==> src/rtl/hp_bar_writer_pkg.sv <==
// Shared definitions for the screen-RAM HUD writers: RAM geometry, FSM encoding
// and default health-bar placement.
package hp_bar_writer_pkg;

  localparam int SCR_RAM_AW = 11;
  localparam int SCR_RAM_DW = 8;

  localparam logic [SCR_RAM_AW-1:0] DEF_BASE_ADDR = 11'd0;
  localparam int DEF_ROW_STRIDE = 8;
  localparam int DEF_BAR_BYTES  = 8;
  localparam int DEF_BAR_ROWS   = 8;

  typedef enum logic [1:0] {
    ST_IDLE = 2'd0,
    ST_DIV  = 2'd1,
    ST_DRAW = 2'd2,
    ST_FIN  = 2'd3
  } bar_state_t;

  // Divider width that holds hp*W without overflow for a W-pixel bar.
  function automatic int div_bits(input int w);
    return 8 + $clog2(w + 1);
  endfunction

endpackage

==> src/rtl/hp_bar_writer_if.sv <==
// Health-bar writer bus: hp/maxhp in, RAM write port plus busy/done status out.
interface hp_bar_writer_if;
  import hp_bar_writer_pkg::*;

  logic [7:0]            hp;
  logic [7:0]            maxhp;
  logic                  wr_en;
  logic [SCR_RAM_AW-1:0] wr_addr;
  logic [SCR_RAM_DW-1:0] wr_data;
  logic                  busy;
  logic                  done;

  modport master (
    input  hp, maxhp,
    output wr_en, wr_addr, wr_data, busy, done
  );

  modport slave (
    output hp, maxhp,
    input  wr_en, wr_addr, wr_data, busy, done
  );

endinterface

==> src/rtl/hp_bar_writer_seq_divider.sv <==
// Sequential restoring divider: one quotient bit per clock, N clocks from start to done.
// The first bit is resolved on the start edge; the quotient holds until the next start.
module seq_divider #(
  parameter int N = 15
) (
  input  logic         clk,
  input  logic         rst,
  input  logic         i_start,
  input  logic [N-1:0] i_dividend,
  input  logic [N-1:0] i_divisor,
  output logic         o_busy,
  output logic         o_done,
  output logic [N-1:0] o_quotient
);

  localparam int CW = $clog2(N);

  if (N < 2) begin : g_bad_width
    $error("seq_divider needs N >= 2");
  end

  logic [N-1:0]  r_rem;
  logic [N-1:0]  r_quo;
  logic [N-1:0]  r_div;
  logic [CW-1:0] r_cnt;
  logic          r_busy;
  logic          r_done;

  // One restoring step: shift the next dividend bit into the remainder, subtract if it fits.
  function automatic logic [2*N-1:0] div_step(input logic [N-1:0] rem,
                                               input logic [N-1:0] quo,
                                               input logic [N-1:0] dsr);
    logic [N:0] trial;
    logic       q_bit;
    trial = {rem, quo[N-1]};
    q_bit = (trial >= {1'b0, dsr});
    if (q_bit) trial = trial - {1'b0, dsr};
    return {trial[N-1:0], quo[N-2:0], q_bit};
  endfunction

  // NOTE: every register here uses <= so each flop samples pre-edge values, independent of statement order.
  always_ff @(posedge clk) begin
    if (rst) begin
      r_rem  <= '0;
      r_quo  <= '0;
      r_div  <= '0;
      r_cnt  <= '0;
      r_busy <= 1'b0;
      r_done <= 1'b0;
    end else begin
      r_done <= 1'b0;
      if (i_start) begin
        {r_rem, r_quo} <= div_step('0, i_dividend, i_divisor);
        r_div          <= i_divisor;
        r_cnt          <= CW'(N - 1);
        r_busy         <= 1'b1;
      end else if (r_busy) begin
        {r_rem, r_quo} <= div_step(r_rem, r_quo, r_div);
        r_cnt          <= r_cnt - CW'(1);
        if (r_cnt == CW'(1)) begin
          r_busy <= 1'b0;
          r_done <= 1'b1;
        end
      end
    end
  end

  assign o_busy     = r_busy;
  assign o_done     = r_done;
  assign o_quotient = r_quo;

endmodule

==> src/rtl/hp_bar_writer.sv <==
// Renders a hp/maxhp health bar into the 2048x8 screen RAM, one byte write per clock,
// redrawing the whole bar whenever hp or maxhp differs from the last drawn snapshot.
module hp_bar_writer
  import hp_bar_writer_pkg::*;
#(
  parameter logic [SCR_RAM_AW-1:0] BASE_ADDR  = DEF_BASE_ADDR,
  parameter int                    ROW_STRIDE = DEF_ROW_STRIDE,
  parameter int                    BAR_BYTES  = DEF_BAR_BYTES,
  parameter int                    BAR_ROWS   = DEF_BAR_ROWS
) (
  input  logic             clk,
  input  logic             rst,
  hp_bar_writer_if.master  bus
);

  localparam int W        = BAR_BYTES * 8;
  localparam int DIV_BITS = div_bits(W);
  localparam int BW       = (BAR_BYTES > 1) ? $clog2(BAR_BYTES) : 1;
  localparam int RW       = (BAR_ROWS > 1) ? $clog2(BAR_ROWS) : 1;

  if ((int'(BASE_ADDR) + (BAR_ROWS - 1) * ROW_STRIDE + BAR_BYTES - 1 > 2047) || (W > 128))
  begin : g_bad_geometry
    $error("hp_bar_writer: bar does not fit the screen RAM or is wider than 128 pixels");
  end

  bar_state_t            r_state;
  bar_state_t            w_state_nxt;
  logic                  r_snap_valid;
  logic [7:0]            r_snap_hp;
  logic [7:0]            r_snap_maxhp;
  logic [BW-1:0]         r_byte;
  logic [RW-1:0]         r_row;
  logic [SCR_RAM_AW-1:0] r_row_base;
  logic [BW-1:0]         w_byte_nxt;
  logic [RW-1:0]         w_row_nxt;
  logic [SCR_RAM_AW-1:0] w_base_nxt;
  logic                  w_change;
  logic                  w_div_start;
  logic                  w_div_busy;
  logic                  w_div_done;
  logic [DIV_BITS-1:0]   w_quot;
  logic [DIV_BITS-1:0]   w_fill;
  logic                  r_wr_en;
  logic [SCR_RAM_AW-1:0] r_wr_addr;
  logic [SCR_RAM_DW-1:0] r_wr_data;
  logic                  r_busy;
  logic                  r_done;

  seq_divider #(.N(DIV_BITS)) u_div (
    .clk        (clk),
    .rst        (rst),
    .i_start    (w_div_start),
    .i_dividend (DIV_BITS'(bus.hp) * DIV_BITS'(W)),
    .i_divisor  (DIV_BITS'(bus.maxhp)),
    .o_busy     (w_div_busy),
    .o_done     (w_div_done),
    .o_quotient (w_quot)
  );

  // Byte b of every bar row: bit (7-k) lit when pixel 8*b+k lies left of the fill edge.
  function automatic logic [SCR_RAM_DW-1:0] bar_byte(input logic [DIV_BITS-1:0] fill,
                                                     input logic [BW-1:0]       b);
    logic [SCR_RAM_DW-1:0] d;
    d = '0;
    for (int k = 0; k < 8; k++) d[7-k] = (DIV_BITS'({b, 3'(k)}) < fill);
    return d;
  endfunction

  assign w_change = !r_snap_valid || (bus.hp != r_snap_hp) || (bus.maxhp != r_snap_maxhp);

  always_comb begin
    w_fill = w_quot;
    if (r_snap_maxhp == 8'd0 || r_snap_hp == 8'd0) w_fill = '0;
    else if (r_snap_hp >= r_snap_maxhp)           w_fill = DIV_BITS'(W);
  end

  // NOTE: every output of this block gets a default first, so no path can infer a latch.
  always_comb begin
    w_state_nxt = r_state;
    w_byte_nxt  = r_byte;
    w_row_nxt   = r_row;
    w_base_nxt  = r_row_base;
    w_div_start = 1'b0;
    unique case (r_state)
      ST_IDLE: begin
        if (w_change && !w_div_busy) begin
          w_div_start = 1'b1;
          w_state_nxt = ST_DIV;
        end
      end
      ST_DIV: begin
        if (w_div_done) begin
          w_state_nxt = ST_DRAW;
          w_byte_nxt  = '0;
          w_row_nxt   = '0;
          w_base_nxt  = BASE_ADDR;
        end
      end
      ST_DRAW: begin
        if (r_byte == BW'(BAR_BYTES - 1)) begin
          if (r_row == RW'(BAR_ROWS - 1)) begin
            w_state_nxt = ST_FIN;
          end else begin
            w_byte_nxt = '0;
            w_row_nxt  = r_row + RW'(1);
            w_base_nxt = r_row_base + SCR_RAM_AW'(ROW_STRIDE);
          end
        end else begin
          w_byte_nxt = r_byte + BW'(1);
        end
      end
      ST_FIN:  w_state_nxt = ST_IDLE;
      default: w_state_nxt = ST_IDLE;
    endcase
  end

  // Outputs are registered from the next state so the write on the bus matches the counters.
  always_ff @(posedge clk) begin
    if (rst) begin
      r_state      <= ST_IDLE;
      r_snap_valid <= 1'b0;
      r_snap_hp    <= '0;
      r_snap_maxhp <= '0;
      r_byte       <= '0;
      r_row        <= '0;
      r_row_base   <= '0;
      r_wr_en      <= 1'b0;
      r_wr_addr    <= '0;
      r_wr_data    <= '0;
      r_busy       <= 1'b0;
      r_done       <= 1'b0;
    end else begin
      r_state    <= w_state_nxt;
      r_byte     <= w_byte_nxt;
      r_row      <= w_row_nxt;
      r_row_base <= w_base_nxt;
      if (w_div_start) begin
        r_snap_valid <= 1'b1;
        r_snap_hp    <= bus.hp;
        r_snap_maxhp <= bus.maxhp;
      end
      r_wr_en   <= (w_state_nxt == ST_DRAW);
      r_wr_addr <= (w_state_nxt == ST_DRAW) ? w_base_nxt + SCR_RAM_AW'(w_byte_nxt) : '0;
      r_wr_data <= (w_state_nxt == ST_DRAW) ? bar_byte(w_fill, w_byte_nxt) : '0;
      r_busy    <= (w_state_nxt == ST_DIV) || (w_state_nxt == ST_DRAW);
      r_done    <= (w_state_nxt == ST_FIN);
    end
  end

  assign bus.wr_en   = r_wr_en;
  assign bus.wr_addr = r_wr_addr;
  assign bus.wr_data = r_wr_data;
  assign bus.busy    = r_busy;
  assign bus.done    = r_done;

endmodule
==> src/flat_wrapper.sv <==
// flat-port wrapper written by rule: the top's interface ports become plain ports
module hp_bar_writer_flat import hp_bar_writer_pkg::*;
#(
  parameter logic [SCR_RAM_AW-1:0] BASE_ADDR  = DEF_BASE_ADDR,
  parameter int                    ROW_STRIDE = DEF_ROW_STRIDE,
  parameter int                    BAR_BYTES  = DEF_BAR_BYTES,
  parameter int                    BAR_ROWS   = DEF_BAR_ROWS
)
  (clk, rst, bus_hp, bus_maxhp, bus_wr_en, bus_wr_addr, bus_wr_data, bus_busy, bus_done);
  hp_bar_writer_if bus_i ();
  input  logic clk;
  input  logic rst;
  input wire logic [$bits(bus_i.hp)-1:0] bus_hp;
  input wire logic [$bits(bus_i.maxhp)-1:0] bus_maxhp;
  output wire logic [$bits(bus_i.wr_en)-1:0] bus_wr_en;
  output wire logic [$bits(bus_i.wr_addr)-1:0] bus_wr_addr;
  output wire logic [$bits(bus_i.wr_data)-1:0] bus_wr_data;
  output wire logic [$bits(bus_i.busy)-1:0] bus_busy;
  output wire logic [$bits(bus_i.done)-1:0] bus_done;
  assign bus_i.hp = bus_hp;
  assign bus_i.maxhp = bus_maxhp;
  assign bus_wr_en = bus_i.wr_en;
  assign bus_wr_addr = bus_i.wr_addr;
  assign bus_wr_data = bus_i.wr_data;
  assign bus_busy = bus_i.busy;
  assign bus_done = bus_i.done;
  hp_bar_writer #(.BASE_ADDR(BASE_ADDR), .ROW_STRIDE(ROW_STRIDE), .BAR_BYTES(BAR_BYTES), .BAR_ROWS(BAR_ROWS)) u_core (.clk(clk), .rst(rst), .bus(bus_i));
endmodule
==> config.mk <==
export PLATFORM = sky130hd
export DESIGN_NAME = hp_bar_writer_flat
export DESIGN_NICKNAME = d
export VERILOG_FILES = /design/src/rtl/hp_bar_writer_pkg.sv /design/src/rtl/hp_bar_writer_if.sv /design/src/rtl/hp_bar_writer_seq_divider.sv /design/src/rtl/hp_bar_writer.sv /design/src/flat_wrapper.sv
export SDC_FILE = /design/constraint.sdc
export NUM_CORES = 1
export LEC_CHECK = 0
export ABC_CLOCK_PERIOD_IN_PS = 3400
export CELL_PAD_IN_SITES_DETAIL_PLACEMENT = 1
export CELL_PAD_IN_SITES_GLOBAL_PLACEMENT = 2
export CORE_MARGIN = 10
export CORE_UTILIZATION = 38
export CTS_BUF_LIST = sky130_fd_sc_hd__clkbuf_2 sky130_fd_sc_hd__clkbuf_4 sky130_fd_sc_hd__clkbuf_8
export DETAILED_ROUTE_END_ITERATION = 6
export MAX_ROUTING_LAYER = met4
export PLACE_DENSITY = 0.8
export SYNTH_ARGS = -nofsm -noshare
export SYNTH_HDL_FRONTEND = slang
export SYNTH_HIERARCHICAL = 1
export SYNTH_SLANG_ARGS = --single-unit
==> constraint.sdc <==
create_clock -name clk -period 3.4 [get_ports clk]
set_clock_uncertainty 0.1 [all_clocks]
set_input_delay 0.34 -clock clk [delete_from_list [all_inputs] [get_ports clk]]
set_output_delay 0.34 -clock clk [all_outputs]
set_load 0.01 [all_outputs]
==> flow_summary.json, run 1 <==
{
  "required_ns": 3.63,
  "drt_iter0_drc": 200,
  "avgSynthCellArea_um2": 8.498,
  "root_buffer": "clkbuf_8",
  "worstMarginPinSlew_ns": 0.6267,
  "synth_commonest_cells": "115 x nor2_1, 109 x dfxtp_1, 52 x a21oi_1",
  "rows": 48,
  "dp_hpwl_um": 14760,
  "synth.distinct_cells": 86,
  "grt_max_degree": 57,
  "avgRoutedWirePerCell_um": 17.78,
  "critical_path.max_fanout": 8,
  "cap_viol_max_count": 0,
  "cts-resized-gates": 0,
  "cp_slowest_cell": "ha_2",
  "clk-insertion-delay-late_ns": 0.40,
  "slowest_delay_ns": 0.44,
  "period_needed_ns": 3.199,
  "antenna_found_initial": 0,
  "startpoint_type": "flop",
  "num_antenna_cells": 0,
  "fin_crit_sh_pct": 94.08,
  "vias": 5795,
  "final_util_pct": 44.22,
  "cts_tree": "yes",
  "grt_use_met3_pct": 2.004,
  "use_met1_pct": 20.35,
  "viasPerCell": 5.366,
  "fillers": 2042,
  "cts.hold.buffers_added": 0,
  "drtAntennaViolNets": 0,
  "synthCells": 782,
  "crit_buf_inv": 2,
  "fin_hold_ws_ns": 0.2955,
  "slew-limit-headroom_pct": 58.22,
  "synth_seq_cells": 109,
  "layout-drive-gt1-share_pct": 10.18,
  "async_flop_share_pct": 0,
  "syn2layout_area_growth_pct": 14.71,
  "yosysMostFrequentCell": "nor2_1",
  "gp_congestion": 0.8416,
  "fin_nets": 915,
  "route.detailed.drc": 0,
  "grt_pass1_vias": 5855,
  "clock-sinks": 109,
  "powerDensity_nw_per_um2": 940.1,
  "max_clock_freq_mhz": 312.6,
  "endpoint_kind": "flop",
  "first_pass_iters": 4,
  "drt_wl_total_um": 19210,
  "hold_path_class": "in2reg",
  "cts.reportedPaths.clkPinSlew_ns": 0.11,
  "port-buffer-count": 39,
  "synth.largest_area_cell": "dfxtp_1",
  "synth.area.top_cells": "dfxtp_1 33%, ha_1 8.5%, mux2i_1 7.5%",
  "post_cts_buffers": 0,
  "finalHoldViolations": 0,
  "critPathTopFamily": "compound AO/OA/AOI/OAI gates",
  "yosysSeqAreaShare_pct": 32.84,
  "path_common_cell": "inv_1",
  "met2_usage_pct": 27.03,
  "grtUsageTotal_pct": 16.32,
  "cts_buffer_depth": 2,
  "syn_area_um2": 6645,
  "leakagePower_nw": 3.207,
  "grt_pass1_wl_um": 30760,
  "grt_overflow_total": 0,
  "slew_viol_final": 0,
  "synth_top_area_share_pct": 32.84,
  "fp.dieW_um": 152.2,
  "start_util_pct": 38.55,
  "status": "completed",
  "core_um2": 17240,
  "die_h_um": 152.2,
  "crit_arrival_ns": 3.43,
  "grt_setup_unrepaired": "true",
  "fin_area_um2": 7622,
  "htreeDepth": 3,
  "busiest_layer": "met2",
  "setup_viol": 0,
  "io_pins": 40,
  "ys_warn_count": 6,
  "dieArea_um2": 23180,
  "synth_edf_count": 0,
  "synth_flop_cell": "dfxtp_1",
  "ir_drop_v": 0.0003990,
  "critPathKind": "reg2reg",
  "post_dp_cell_area_um2": 7392,
  "numCtsBuffers": 9,
  "cp_cell_sequence": "inv_1, ha_2, nand2_2, a31o_2, a21oi_1, inv_1, ha_1, o21a_1, o21ai_0, nand2b_1, a21o_1, a41oi_2, o21bai_1"
}
final timing paths:
kind	from	end	slack [ns]	cells past startpoint
max	u_core/r_state[0]	u_core/bus.wr_data[5]	0.20	13
min	rst	u_core/bus.busy	0.30	2
max reg2reg	u_core/r_state[0]	u_core/bus.wr_data[5]	0.20	13
min reg2reg	u_core/r_snap_valid	u_core/r_snap_valid	0.39	2
cells in the final DEF, fill, tap and decap left out, types with 11 or more instances in the layout:
cell type | synthesis | final
nor2_1 | 115 | 115
dfxtp_1 | 109 | 108
a21oi_1 | 52 | 51
inv_1 | 51 | 50
mux2i_1 | 50 | 50
nand2_1 | 49 | 49
ha_1 | 45 | 44
clkdlybuf4s50_1 | 0 | 38
o21ai_0 | 33 | 33
buf_4 | 5 | 31
conb_1 | 1 | 21
xnor2_1 | 19 | 19
nor3_1 | 19 | 19
xor2_1 | 14 | 14
nand2b_1 | 12 | 12
nor2b_1 | 11 | 11
worst reg2reg max path, cell delays in order, from the launching register on:
cell	delay (ns)
dfxtp_1	0.40
inv_1	0.12
ha_2	0.44
nand2_2	0.07
a31o_2	0.24
a21oi_1	0.25
inv_1	0.10
ha_1	0.32
o21a_1	0.17
o21ai_0	0.16
nand2b_1	0.14
a21o_1	0.23
a41oi_2	0.24
o21bai_1	0.15
power breakdown:
group	leakage, nW	switching (mW)	internal, mW
registers	0.893	0.303	1.62
logic	2.21	2.61	1.75
clock network	0.105	0.519	0.359
registers in the layout, summed over array words and instances (netlist names), 2 cells and up:
| register | cells |
|---|---|
| u_core/r_byte | 3 |
| u_core/r_state | 2 |
| u_core/r_snap_hp | 8 |
| u_core/r_row | 3 |
| u_core/r_snap_maxhp | 8 |
| u_core/r_row_base | 11 |
| u_core/u_div/r_rem | 15 |
| u_core/bus.wr_data | 8 |
| u_core/u_div/r_div | 15 |
| u_core/u_div/r_cnt | 4 |
| u_core/bus.wr_addr | 11 |
| u_core/u_div/o_quotient | 15 |
cell families (layout without fill, tap and decap cells):
logic type	after synthesis	after routing	synth area share, %
other cells	1	21	0.05643
mux	51	51	7.701
xor+xnor	33	33	4.350
buf+inv	84	137	6.307
simple gates	273	273	20.37
compound gates	184	184	19.30
flops	109	109	32.84
fa+ha+maj	47	47	9.076
layer usage:
metal / vias up / routed length [um]
li1: 2883 / -
met1: 2825 / 9116
met2: 70 / 9246
met3: 17 / 576
met4: 0 / 267
met5: - / 0
cell type report:
| class | instances | area, um2 | share of cell area (%) |
|---|---|---|---|
| multi-input cells | 609 | 4133 | 54.22 |
| flip-flops and latches | 109 | 2183 | 28.64 |
| repair buffers | 70 | 618.1 | 8.109 |
| well taps | 225 | 281.5 | 3.693 |
| clock inverters | 7 | 91.34 | 1.198 |
| clock buffers | 9 | 123.9 | 1.625 |
| inverters | 51 | 191.4 | 2.511 |
metrics by stage:
step	setup TNS, ns	worst slack, ns	cells	total power [mW]
2_1_floorplan	0	0.4546	802	5.095
6_report	0	0.2014	1080	7.166
3_3_place_gp	0	0.1891	1064	6.109
5_1_grt	-0.007974	-0.007974	1080	7.741
4_1_cts	0	0.1289	1080	7.208
3_5_place_dp	0	0.1260	1064	6.281
Note: power is estimated with default switching activity, not from simulation.
==> run 2, diff against run 1 <==
Settings changed: ABC_CLOCK_PERIOD_IN_PS 3400 to 2970, PLACE_DENSITY 0.8 to 0.82.
Clock period 3.4 ns to 2.97 ns, I/O delays scaled along.
==> run 2 against run 1 <==
  * Worst setup slack worse by 0.10 ns
  * Die area unchanged
  * Utilization up 3.7 points
  * Sequential power up 13%
  * Global-route usage up 1.4 points
  * Via count up 5.1%
  * Non-clock buffer count up 52
  * Highest routed layer unchanged
==> flow_summary.json, run 2 (synthesized netlist as in run 1, its figures left out) <==
{
  "cts.hold.buffers_added": 0,
  "hold_path_class": "in2reg",
  "numCtsBuffers": 9,
  "setup_viol": 0,
  "p_seq_share_pct": 24.2,
  "layout-drive-gt1-share_pct": 19.18,
  "die_h_um": 152.2,
  "gp_congestion": 0.8730,
  "dp.cells": 1110,
  "grt_pass1_wl_um": 33560,
  "slew-limit-headroom_pct": 51.95,
  "clk-insertion-delay-late_ns": 0.40,
  "final_common_cell": "nor2_1",
  "fin_nets": 967,
  "root_buffer": "clkbuf_8",
  "combPwrFrac_pct": 64.2,
  "grt_setup_unrepaired": "true",
  "fin_ws_ns": 0.09710,
  "fin_crit_sh_pct": 96.73,
  "power.total_mw": 9.048,
  "p_switching_mw": 4.144,
  "cts.reportedPaths.clkPinSlew_ns": 0.11,
  "grtUsageTotal_pct": 17.68,
  "reg2reg_from": "u_core/r_snap_hp[0]",
  "drtAntennaViolNets": 0,
  "mostFrequentLayoutCells": "114 x nor2_1, 103 x dfxtp_1, 80 x buf_4, 50 x mux2i_1, 48 x nand2_1",
  "viasPerCell": 5.379,
  "critPathLaunch": "u_core/r_snap_hp[0]",
  "first_pass_iters": 4,
  "syn2layout_area_growth_pct": 24.25,
  "cp_cell_sequence": "buf_4, nor4_2, nand2_1, nand2_1, a211oi_2, buf_4, nand2_4, ha_4, o21a_1, o21ai_1, nand2b_1, a21o_1, a41oi_2, o21bai_4",
  "critPathTopFamily": "compound AO/OA/AOI/OAI gates",
  "crit_buf_inv": 2,
  "drt_wl_total_um": 20260,
  "crit_arrival_ns": 3.09,
  "fillers": 1998,
  "dp_hpwl_um": 15540,
  "grt_pass1_vias": 6552,
  "fp.dieW_um": 152.2,
  "endpoint_kind": "flop",
  "rows": 48,
  "dieArea_um2": 23180,
  "intPower_mw": 4.904,
  "num_antenna_cells": 0,
  "final_util_pct": 47.90,
  "avgRoutedWirePerCell_um": 17.90,
  "required_ns": 3.19,
  "cap_viol_max_count": 0,
  "grt_overflow_total": 0,
  "critPathKind": "reg2reg",
  "cp_slowest_cell": "dfxtp_2",
  "slowest_delay_ns": 0.35,
  "startpoint_type": "flop",
  "io_pins": 40,
  "min_from": "rst",
  "clock-sinks": 109,
  "p_sw_share_pct": 45.80,
  "port-buffer-count": 39,
  "htreeDepth": 3,
  "status": "completed",
  "leakagePower_nw": 3.536,
  "worstMarginPinSlew_ns": 0.7207,
  "fin_hold_ws_ns": 0.2184,
  "core_um2": 17240,
  "clkPwrFrac_pct": 11.7,
  "pre_cts_ws_ns": -0.2019,
  "critical_path.max_fanout": 4,
  "antenna_found_initial": 0,
  "start_util_pct": 38.55,
  "finalHoldViolations": 0,
  "period_needed_ns": 2.873,
  "vias": 6089,
  "ir_drop_v": 0.0004721,
  "final_cells": 1132,
  "cts_buffer_depth": 2,
  "slew_viol_final": 0,
  "route.detailed.drc": 0,
  "cts_tree": "yes",
  "powerDensity_nw_per_um2": 1096,
  "grt_max_degree": 65,
  "drt_iter0_drc": 305,
  "max_clock_freq_mhz": 348.1
}
## run 2: cell count changes in the layout (fill, tap and decap cells not counted), sizes merged
cell	delta
clkbuf	+2
inv	-3
buf	+52
bufinv	+1
clkinvlp	+1
clkinv	-1
## run 2: stage by stage
| stage | setup TNS [ns] | instance area, um2 |
|---|---|---|
| 2_1_floorplan | 0 | 6720 |
| 5_1_grt | -0.4887 | 8257 |
| 4_1_cts | 0 | 8043 |
| 6_report | 0 | 8257 |
| 3_3_place_gp | -0.2895 | 7750 |
| 3_5_place_dp | -1.737 | 7750 |
## run 2: worst paths after layout
check                                end  slack [ns]  depth (start not counted)
setup reg to reg   u_core/bus.wr_data[5]         0.1                         14
setup / recovery   u_core/bus.wr_data[5]         0.1                         14
hold reg to reg      u_core/r_snap_valid        0.39                          2
hold / removal    u_core/u_div/r_div[11]        0.22                          2
## run 2: worst reg2reg max path, stage by stage, from the launching register on
cell      delay, ns
dfxtp_2        0.35
buf_4          0.15
nor4_2         0.33
nand2_1        0.15
nand2_1        0.15
a211oi_2       0.06
buf_4          0.16
nand2_4        0.08
ha_4           0.20
o21a_1         0.19
o21ai_1        0.15
nand2b_1       0.11
a21o_1         0.22
a41oi_2        0.23
o21bai_4       0.17
## run 2: power by group through the flow
stage                     combinational (mW)  sequential, mW  clock [mW]
after detailed placement                5.42            2.20           0
after CTS                               5.55            2.17        1.09
final                                   5.81            2.19        1.06
after floorplan                         3.69            2.14           0
after global routing                    6.41            2.24        1.15
after global placement                  5.22            2.18           0
## run 2: layout make-up
cell class	count	area, um2	share of cell area [%]
clock buffer	11	151.4	1.834
clock inverter	5	81.33	0.9850
inverter	51	195.2	2.364
multi-input combinational	609	4327	52.40
sequential	109	2192	26.55
tap	225	281.5	3.410
timing repair buffer	122	1028	12.46
## run 2: timing repair
action	CTS	global route
endpoints found under the setup margin	11	21
buffers inserted	2	4
pin swaps	4	17
resized for setup	9	42
cloned	0	0
## run 2: routing by layer
| metal | GRT usage [%] | up-vias | wire length (um) |
|---|---|---|---|
| li1 | - | 2984 | - |
| met1 | 20.38 | 3002 | 9072 |
| met2 | 31.09 | 80 | 10410 |
| met3 | 2.964 | 23 | 516 |
| met4 | 4.493 | 0 | 261 |
| met5 | - | - | 0 |
